$ cat config.mk
export PLATFORM = sky130hd
export DESIGN_NAME = ctrl_seq
export DESIGN_NICKNAME = d
export VERILOG_FILES = /design/src/rtl/ctrl_seq_pkg.sv /design/src/rtl/ctrl_seq_instr_dec.sv /design/src/rtl/ctrl_seq.sv
export SDC_FILE = /design/constraint.sdc
export NUM_CORES = 1
export LEC_CHECK = 0
export CAP_MARGIN = 25
export CORE_UTILIZATION = 60
export CTS_BUF_LIST = sky130_fd_sc_hd__clkbuf_8
export DETAILED_ROUTE_END_ITERATION = 6
export DONT_BUFFER_PORTS = 1
export HOLD_SLACK_MARGIN = 0.06
export PLACE_DENSITY_LB_ADDON = 0.08
export REMOVE_ABC_BUFFERS = 1
export SLEW_MARGIN = 25
export SYNTH_ARGS = -nofsm -noshare
export SYNTH_HDL_FRONTEND = slang
export SYNTH_SLANG_ARGS = --single-unit
$ cat constraint.sdc
create_clock -name clk -period 7.9 [get_ports clk]
set_input_delay 1.185 -clock clk [delete_from_list [all_inputs] [get_ports clk]]
set_output_delay 1.185 -clock clk [all_outputs]
set_load 0.02 [all_outputs]
$ cat src/rtl/ctrl_seq_pkg.sv
// -----------------------------------------------------------------------------
// ctrl_seq_pkg
// Shared definitions for the sequenced control unit:
//   - FSM state encoding (IDLE, FETCH, EXEC, HALTED)
//   - HALT opcode and instruction field bit positions
//   - branch offset width and decoder opcode classes
// No ports (package).
// -----------------------------------------------------------------------------
package ctrl_seq_pkg;

   typedef enum logic [1:0] {
      IDLE   = 2'd0,
      FETCH  = 2'd1,
      EXEC   = 2'd2,
      HALTED = 2'd3
   } state_t;

   localparam logic [6:0] HALT_OPCODE = 7'h7F;

   // Instruction word layout
   localparam int OPC_MSB = 15;
   localparam int OPC_LSB = 9;
   localparam int RD_MSB  = 8;
   localparam int RD_LSB  = 6;
   localparam int RSA_MSB = 5;
   localparam int RSA_LSB = 3;
   localparam int RSB_MSB = 2;
   localparam int RSB_LSB = 0;

   // Branch offset is {rd field, rsB field}, two's complement
   localparam int OFFSET_W = 6;

   // Opcode class lives in opcode[6:4]; opcode[3:0] carries the EU function
   localparam logic [2:0] CLS_ALU  = 3'b000;
   localparam logic [2:0] CLS_LD   = 3'b001;
   localparam logic [2:0] CLS_ST   = 3'b010;
   localparam logic [2:0] CLS_ALUI = 3'b100;
   localparam logic [2:0] CLS_BR   = 3'b110;
   localparam logic [2:0] CLS_JMP  = 3'b111;

   function automatic logic is_halt(input logic [6:0] opcode);
      return (opcode == HALT_OPCODE);
   endfunction

endpackage

$ cat src/rtl/ctrl_seq_instr_dec.sv
// -----------------------------------------------------------------------------
// instr_dec
// Combinational instruction decoder (opcode -> datapath/branch controls).
// Ports:
//   i_opcode    in  7  IR[15:9]
//   o_mb        out 1  B operand from constant
//   o_md        out 1  write-back from memory
//   o_rw        out 1  register write (gated by the sequencer)
//   o_mw        out 1  memory write   (gated by the sequencer)
//   o_op_select out 4  execution-unit function
//   o_pl        out 1  PC load (branch or jump)
//   o_jb        out 1  1 = jump, 0 = branch
//   o_bc        out 1  branch condition: 0 = zero, 1 = negative
// -----------------------------------------------------------------------------
module instr_dec
   import ctrl_seq_pkg::*;
(
   input  logic [6:0] i_opcode,
   output logic       o_mb,
   output logic       o_md,
   output logic       o_rw,
   output logic       o_mw,
   output logic [3:0] o_op_select,
   output logic       o_pl,
   output logic       o_jb,
   output logic       o_bc
);

   always_comb begin
      o_mb        = 1'b0;
      o_md        = 1'b0;
      o_rw        = 1'b0;
      o_mw        = 1'b0;
      o_op_select = 4'h0;
      o_pl        = 1'b0;
      o_jb        = 1'b0;
      o_bc        = 1'b0;
      case (i_opcode[6:4])
         CLS_ALU: begin
            o_rw        = 1'b1;
            o_op_select = i_opcode[3:0];
         end
         CLS_LD: begin
            o_rw = 1'b1;
            o_md = 1'b1;
         end
         CLS_ST: begin
            o_mw = 1'b1;
         end
         CLS_ALUI: begin
            o_rw        = 1'b1;
            o_mb        = 1'b1;
            o_op_select = i_opcode[3:0];
         end
         CLS_BR: begin
            o_pl = 1'b1;
            o_bc = i_opcode[0];
         end
         CLS_JMP: begin
            o_pl = 1'b1;
            o_jb = 1'b1;
         end
         default: ;
      endcase
   end

endmodule

$ cat src/rtl/ctrl_seq.sv
// -----------------------------------------------------------------------------
// ctrl_seq
// Multi-cycle FETCH -> EXEC control unit with req/ack instruction fetch,
// branch-on-zero/negative, jump, HALT and run/halted start-stop.
// Optional trace outputs enabled by defining CTRL_TDO_EN.
// Ports:
//   clk, reset(async, active-low), run (start pulse in IDLE/HALTED)
//   imem_req/imem_addr out, imem_ack/imem_rdata in : instruction fetch
//   dp_eu_zero, dp_eu_neg, dp_address_out in       : datapath flags / jump target
//   MB, RW, MD, MW, op_select, rd, rsA, rsB, constant_in out : datapath controls
//   halted out                                      : high in HALTED
//   [CTRL_TDO_EN] tdo_instr_addr, tdo_instruction, tdo_retired out : trace
// -----------------------------------------------------------------------------
module ctrl_seq
   import ctrl_seq_pkg::*;
#(
   parameter int                   BUS_WIDTH    = 16,
   parameter logic [BUS_WIDTH-1:0] RESET_VECTOR = '0
)(
   input  logic                 clk,
   input  logic                 reset,
   input  logic                 run,
   output logic                 imem_req,
   output logic [BUS_WIDTH-1:0] imem_addr,
   input  logic                 imem_ack,
   input  logic [15:0]          imem_rdata,
   input  logic                 dp_eu_zero,
   input  logic                 dp_eu_neg,
   input  logic [BUS_WIDTH-1:0] dp_address_out,
   output logic                 MB,
   output logic                 RW,
   output logic                 MD,
   output logic                 MW,
   output logic [3:0]           op_select,
   output logic [2:0]           rd,
   output logic [2:0]           rsA,
   output logic [2:0]           rsB,
   output logic [2:0]           constant_in,
   output logic                 halted
`ifdef CTRL_TDO_EN
   ,
   output logic [BUS_WIDTH-1:0] tdo_instr_addr,
   output logic [15:0]          tdo_instruction,
   output logic [31:0]          tdo_retired
`endif
);

   localparam logic [BUS_WIDTH-1:0] PC_ONE = {{(BUS_WIDTH-1){1'b0}}, 1'b1};

   state_t               r_state;
   state_t               w_state_next;
   logic                 r_imem_req;
   logic [BUS_WIDTH-1:0] r_pc;
   logic [BUS_WIDTH-1:0] w_pc_next;
   logic [15:0]          r_ir;
   logic                 w_ir_load;

   logic                 w_mb, w_md, w_rw, w_mw, w_pl, w_jb, w_bc;
   logic [3:0]           w_op_select;
   logic                 w_is_halt;
   logic                 w_taken;
   logic [OFFSET_W-1:0]  w_offset;
   logic [BUS_WIDTH-1:0] w_offset_ext;

   instr_dec u_dec (
      .i_opcode    (r_ir[OPC_MSB:OPC_LSB]),
      .o_mb        (w_mb),
      .o_md        (w_md),
      .o_rw        (w_rw),
      .o_mw        (w_mw),
      .o_op_select (w_op_select),
      .o_pl        (w_pl),
      .o_jb        (w_jb),
      .o_bc        (w_bc)
   );

   assign w_is_halt    = is_halt(r_ir[OPC_MSB:OPC_LSB]);
   assign w_taken      = (~w_bc & dp_eu_zero) | (w_bc & dp_eu_neg);
   assign w_offset     = {r_ir[RD_MSB:RD_LSB], r_ir[RSB_MSB:RSB_LSB]};
   assign w_offset_ext = {{(BUS_WIDTH-OFFSET_W){w_offset[OFFSET_W-1]}}, w_offset};

   // Next-state / next-PC
   always_comb begin
      w_state_next = r_state;
      w_pc_next    = r_pc;
      w_ir_load    = 1'b0;
      case (r_state)
         IDLE, HALTED: begin
            if (run) w_state_next = FETCH;
         end
         FETCH: begin
            if (imem_ack) begin
               w_ir_load    = 1'b1;
               w_state_next = EXEC;
            end
         end
         EXEC: begin
            // HALT wins over whatever PL/JB the decoder reports for it
            if (w_is_halt) begin
               w_state_next = HALTED;
            end else begin
               w_state_next = FETCH;
               if (w_pl && w_jb)
                  w_pc_next = dp_address_out;
               else if (w_pl && w_taken)
                  w_pc_next = r_pc + w_offset_ext;
               else
                  w_pc_next = r_pc + PC_ONE;
            end
         end
         default: w_state_next = IDLE;
      endcase
   end

   always_ff @(posedge clk or negedge reset) begin
      if (!reset) begin
         r_state    <= IDLE;
         r_imem_req <= 1'b0;
         r_pc       <= RESET_VECTOR;
         r_ir       <= 16'h0000;
      end else begin
         r_state    <= w_state_next;
         // Registered request: high exactly while the FSM sits in FETCH
         r_imem_req <= (w_state_next == FETCH);
         r_pc       <= w_pc_next;
         if (w_ir_load) r_ir <= imem_rdata;
      end
   end

   assign imem_req    = r_imem_req;
   assign imem_addr   = r_pc;
   assign halted      = (r_state == HALTED);
   // Writes are only allowed during EXEC; reset forces IDLE asynchronously
   assign RW          = (r_state == EXEC) & w_rw & ~w_is_halt;
   assign MW          = (r_state == EXEC) & w_mw & ~w_is_halt;
   assign MB          = w_mb;
   assign MD          = w_md;
   assign op_select   = w_op_select;
   assign rd          = r_ir[RD_MSB:RD_LSB];
   assign rsA         = r_ir[RSA_MSB:RSA_LSB];
   assign rsB         = r_ir[RSB_MSB:RSB_LSB];
   assign constant_in = r_ir[RSB_MSB:RSB_LSB];

`ifdef CTRL_TDO_EN
   logic [BUS_WIDTH-1:0] r_tdo_addr;
   logic [31:0]          r_retired;

   always_ff @(posedge clk or negedge reset) begin
      if (!reset) begin
         r_tdo_addr <= RESET_VECTOR;
         r_retired  <= 32'd0;
      end else begin
         // Capture the PC alongside the instruction so the pair stays coherent
         if (w_ir_load)         r_tdo_addr <= r_pc;
         if (r_state == EXEC)   r_retired  <= r_retired + 32'd1;
      end
   end

   assign tdo_instr_addr  = r_tdo_addr;
   assign tdo_instruction = r_ir;
   assign tdo_retired     = r_retired;
`endif

endmodule

==> results of run 1 <==
worst max-delay path, cell delays in order:
cell	delay [ps]
mux2i_1	570
nor2_1	150
and2_1	240
ha_1	300
a211oi_1	270
o21bai_1	120
a21o_1	310
or4_1	530
and4_1	220
or3_1	380
area by class of cell:
| cell class | count | share of cell area |
|---|---|---|
| Tap cell | 48 | 0.02541 |
| Clock buffer | 5 | 0.02912 |
| Inverter | 6 | 0.009529 |
| Clock inverter | 3 | 0.01006 |
| Multi-Input combinational cell | 190 | 0.5521 |
| Sequential cell | 35 | 0.3706 |
| Timing Repair Buffer | 1 | 0.003176 |
cells in the mapped netlist (7+ instances only):
master,instances
mux2_2,17
nand4_1,7
buf_4,12
a21oi_1,11
o21ai_0,15
and2_1,12
nand3_1,12
dfrtp_1,35
clkbuf_1,12
nor2_1,12
nand2_1,23
ha_1,8
final timing paths:
| check | start | endpoint | slack (ps) |
|---|---|---|---|
| worst max-delay path | dp_eu_neg | imem_addr[7]$_DFFE_PN0P_ | 3820 |
| worst min-delay path | r_ir[10]$_DFFE_PN0P_ | r_ir[10]$_DFFE_PN0P_ | 550 |
| worst max register to register | r_ir[13]$_DFFE_PN0P_ | imem_addr[7]$_DFFE_PN0P_ | 3920 |
| worst min register to register | r_ir[10]$_DFFE_PN0P_ | r_ir[10]$_DFFE_PN0P_ | 550 |
| max in group asynchronous | reset | imem_addr[11]$_DFFE_PN0P_ | 7230 |
| min in group asynchronous | reset | imem_addr[7]$_DFFE_PN0P_ | 570 |
kinds of logic after synthesis:
group | share of synthesized area
compound gates | 0.1696
xor+xnor | 0.007492
fa+ha+maj | 0.05137
buf+inv | 0.06742
flops | 0.3745
mux | 0.1033
simple gates | 0.2263
routing by layer:
| layer | share of wire | wire length, um | global-route usage |
|---|---|---|---|
| met3 | 0.074 | 390 | 0.07218 |
| met1 | 0.42 | 2253 | 0.3387 |
| met5 | 0 | 0 | 0 |
| met2 | 0.48 | 2558 | 0.4421 |
| met4 | 0.020 | 104 | 0.1222 |
where the power goes:
group	switching (mW)	total [mW]	leakage (nW)	internal (mW)
Sequential	0.172	0.424	0.395	0.252
Clock	0.0760	0.139	0.0408	0.0631
Combinational	0.227	0.403	0.521	0.176
Total	0.476	0.966	0.957	0.491
flip-flops by register name, summed over array words and instances (netlist names):
signal / cells
r_state: 2
imem_req: 1
r_ir: 16
imem_addr: 16
==> run_results.csv, run 1 <==
group,metric,value,unit
floorplan,io_pins,76,
pwr,power,966.1,uW
cells_and_area,final_cell_mix,"dfrtp_1, nand2_1, mux2_2",
floorplan,fp.coreArea,3689,um^2
sta,setup_viol,0,
sta,period_share,0.5163,
global_route,grt_pass1_vias,1903,
floorplan,die_area,4151,um^2
routing,vias,1960,
floorplan,die_w,64.43,um
setup_path,arrival,4260,ps
clocking,cts_inserted_buffers,5,
routing,vias_per_cell,6.806,
synthesis,postSynthCellCount,255,
placed_design,gp_congestion,0.8935,
cells_and_area,seqCellArea,875.8,um^2
clocking,htreeDepth,2,
clocking,clkSinkCount,35,
routing,drt_iter0_markers,190,
routing,drc,0,
synthesis,ys_seq_area_frac,0.3745,
sta,fmax,0.2452,GHz
cells_and_area,fin_cells,288,
global_route,antenna_found_initial,0,
placed_design,pre_cts_ws,3537,ps
setup_path,path_class,"primary input to register",
clocking,cts_setup_buffers,0,
floorplan,initial_core_util,0.6340,
placed_design,io_buffers,0,
sta,clock_skew,10.89,ps
min_path,min_path_type,"register to register",
placed_design,place_area,2271,um^2
global_route,grt_util_all_layers,0.2721,
synthesis,yosys_most_used_dff,"dfrtp_1",
routing,drt-wirelength-per-cell,18.42,um
floorplan,rows,22,
sta,period_minus_slack,4079,ps
synthesis,yosys.area.top_type,"dfrtp_1",
clocking,worstSkewPairLatency,300,ps
synthesis,synth_edf_count,0,
synthesis,yosysWarnings,0,
pwr,power.leakage,0.9570,nW
status,status,"finished clean",
synthesis,netlist_area,2338,um^2
sta,fin_setup_tns,0,ps
synthesis,synth_seq_cells,35,
synthesis,synthTopCellsByArea,"dfrtp_1, mux2_2, ha_1",
routing,final_antenna_net_count,0,
synthesis,avgSynthCellArea,9.171,um^2
synthesis,async_flop_share,1.000,
routing,routed_wirelength,5.306,mm
clocking,cts_root_buf,"clkbuf_8",
setup_path,cp-start-kind,"primary input",
floorplan,die_h,64.43,um
clocking,clock_path_buffers,2,
cells_and_area,multi_input_area,1305,um^2
clocking,postCtsHoldBufs,0,
synthesis,netlist.area_leader.share,0.3745,
sta,relSlewSlack,0.3209,
global_route,grt-ovfl-total,0,
routing,first_pass_iters,4,
setup_path,endpoint_kind,"register",
placed_design,place_inst,280,
cells_and_area,final_common_cell,"dfrtp_1",
setup_path,reg2reg_depth,11,
flow_run,maxCapViolCount,0,
clocking,cts_resized,0,
synthesis,yosysUniqueCellTypes,45,
global_route,grt_max_degree,36,
global_route,grt_pass1_wl,8.611,mm
placed_design,place_hpwl,3.754,mm
clocking,cts_tree,"built",
sta,fin_ws,3821,ps
sta,slew_violations,0,
setup_path,critPathMaxFanout,11,
pwr,irDropWorstVdd,0.2953,mV
pwr,power.density,408.8,nW/um^2
sta,worst_pin_slew,1015,ps
cells_and_area,num_antenna_cells,0,
cells_and_area,fin_nets,286,
cells_and_area,stdcell_area,2364,um^2
sta,rsz0062_at_grt,"false",
min_path,whs_path_depth,1,
cells_and_area,area_growth,1.070,%
setup_path,cp.required,8080,ps
sta,hold_violations,0,
clocking,clk_pin_slew,90,ps
cells_and_area,nFillCells,304,
sta,hold_slack,548.1,ps
cells_and_area,post-route-util,0.6408,
cells_and_area,drive_above_1_share,0.1292,
No activity file was read; power rests on OpenSTA's default activity.
==> run 2, diff against run 1 <==
- clock period: 7.9 -> 3.3 ns (I/O delays scaled with it)
==> run_results.csv, run 2 (synthesis results as in run 1) <==
group,metric,value,unit
setup_path,endpoint_kind,"register",
routing,final_antenna_net_count,0,
cells_and_area,area_growth,10.59,%
sta,period_minus_slack,3163,ps
cells_and_area,num_antenna_cells,0,
sta,period_share,0.9586,
setup_path,cp.required,3460,ps
pwr,power.net_switching,1.168,mW
placed_design,io_buffers,0,
global_route,grt_pass1_vias,2038,
setup_path,critPathMaxFanout,4,
setup_path,path_class,"register to register",
pwr,irDropWorstVdd,0.5400,mV
setup_path,cp-start-kind,"register",
sta,relSlewSlack,0.4277,
pwr,clockPowerShare,0.127,
setup_path,reg2reg_depth,11,
global_route,grt_pass1_wl,9.239,mm
routing,first_pass_iters,4,
pwr,p_int,1.315,mW
clocking,cts_tree,"built",
status,status,"finished clean",
routing,drt_iter0_markers,254,
pwr,power.leakage,1.082,nW
pwr,p_seq_frac,0.368,
clocking,worstSkewPairLatency,280,ps
sta,fmax,0.3161,GHz
global_route,grt_util_all_layers,0.2934,
flow_run,maxCapViolCount,0,
floorplan,rows,22,
placed_design,gp_congestion,0.8631,
routing,vias,2003,
clocking,clk_pin_slew,70,ps
cells_and_area,drive_above_1_share,0.2346,
sta,worst_pin_slew,858.5,ps
clocking,cts_root_buf,"clkbuf_8",
clocking,clock_path_buffers,2,
floorplan,die_area,4151,um^2
floorplan,die_h,64.43,um
min_path,whs_path_depth,1,
clocking,clkSinkCount,35,
cells_and_area,final_common_cell,"dfrtp_1",
floorplan,die_w,64.43,um
routing,routed_wirelength,5.733,mm
global_route,antenna_found_initial,0,
floorplan,initial_core_util,0.6340,
routing,vias_per_cell,6.503,
clocking,cts_inserted_buffers,5,
sta,setup_viol,0,
pwr,power.density,960.1,nW/um^2
cells_and_area,final_cell_mix,"dfrtp_1, nand2_1, buf_4",
global_route,grt-ovfl-total,0,
pwr,switching_share,0.4704,
floorplan,fp.coreArea,3689,um^2
clocking,htreeDepth,2,
setup_path,arrival,3320,ps
floorplan,io_pins,76,
global_route,grt_max_degree,36,
placed_design,pre_cts_ws,-30.55,ps
pwr,comb_power_share,0.506,
sta,hold_violations,0,
sta,fin_ws,136.7,ps
min_path,min_path_type,"primary input to register",
cells_and_area,fin_nets,307,
cells_and_area,post-route-util,0.7012,
sta,clock_skew,7.908,ps
sta,slew_violations,0,
routing,drc,0,
placed_design,place_hpwl,4.123,mm
routing,drt-wirelength-per-cell,18.61,um
-- run 2: changes by cell type in the layout (fill, tap and decap cells not counted), sizes merged --
cell | previous run | this run
clkbuf | 5 | 6
buf | 1 | 21
inv | 6 | 5
clkinv | 1 | 2
clkinvlp | 2 | 0
dlygate4sd3 | 0 | 1
-- run 2: through the flow --
| step | cells | hold slack, ps | area (um^2) | setup TNS [ps] | total power [mW] |
|---|---|---|---|---|---|
| final | 308 | 350.6 | 2586 | 0 | 2.483 |
| after global routing | 308 | 346.3 | 2586 | -16.84 | 2.656 |
| after CTS | 307 | 328.8 | 2526 | 0 | 2.435 |
| after detailed placement | 298 | 200.3 | 2406 | -68.53 | 2.095 |
| after global placement | 298 | 200.1 | 2406 | 0 | 2.048 |
| after floorplan | 231 | 199.4 | 2203 | -250.3 | 1.731 |
-- run 2: path summary, 6_finish.rpt --
check                                          start                        to  slack (ps)
worst max-delay path            r_ir[13]$_DFFE_PN0P_  imem_addr[9]$_DFFE_PN0P_         140
worst min-delay path                             run      r_state[1]$_DFF_PN0_         350
worst max register to register  r_ir[13]$_DFFE_PN0P_  imem_addr[9]$_DFFE_PN0P_         140
worst min register to register  r_ir[10]$_DFFE_PN0P_      r_ir[10]$_DFFE_PN0P_         550
max in group asynchronous                      reset  imem_addr[2]$_DFFE_PN0P_        2450
min in group asynchronous                      reset  imem_addr[6]$_DFFE_PN0P_         650
-- run 2: power groups by stage --
stage	logic (mW)	registers (mW)	clock network (mW)
after floorplan	0.782	0.950	0
after detailed placement	1.18	0.916	0
after global routing	1.38	0.937	0.340
final	1.26	0.913	0.314
after CTS	1.20	0.911	0.323
after global placement	1.14	0.909	0
-- run 2: layout make-up --
| class | instances | area, um^2 |
|---|---|---|
| multi-input combinational | 190 | 1360 |
| fill | 298 | 1102 |
| tap | 48 | 60.06 |
| clock inverter | 1 | 5.005 |
| timing repair buffer | 22 | 180.2 |
| sequential | 35 | 875.8 |
| inverter | 6 | 22.52 |
| clock buffer | 6 | 82.58 |
-- run 2: routing by layer --
metal	share of wire	up-vias	wire length [um]	GRT usage
met5	0	-	0	0
met2	0.50	91	2857	0.4947
li1	-	943	-	-
met4	0.011	0	65	0.1083
met1	0.41	961	2374	0.3530
met3	0.076	8	435	0.08803
-- run 2: worst max-delay path: stages, from the launching register on --
cell and delay, ps:
dfrtp_1 390, nor2b_2 170, mux2i_2 310, nor2_2 70, and2_1 210, ha_4 230
a211oi_2 250, o21bai_1 90, a21o_1 210, or4_4 540, nand4_1 110, or3b_2 450
-- run 2: repair_timing --
item	4_1_cts	5_1_grt
resized for setup	1	11
endpoints found under the hold margin	35	0
endpoints found under the setup margin	3	6
pin swaps	0	3
buffers inserted	0	1
hold buffers	2	0
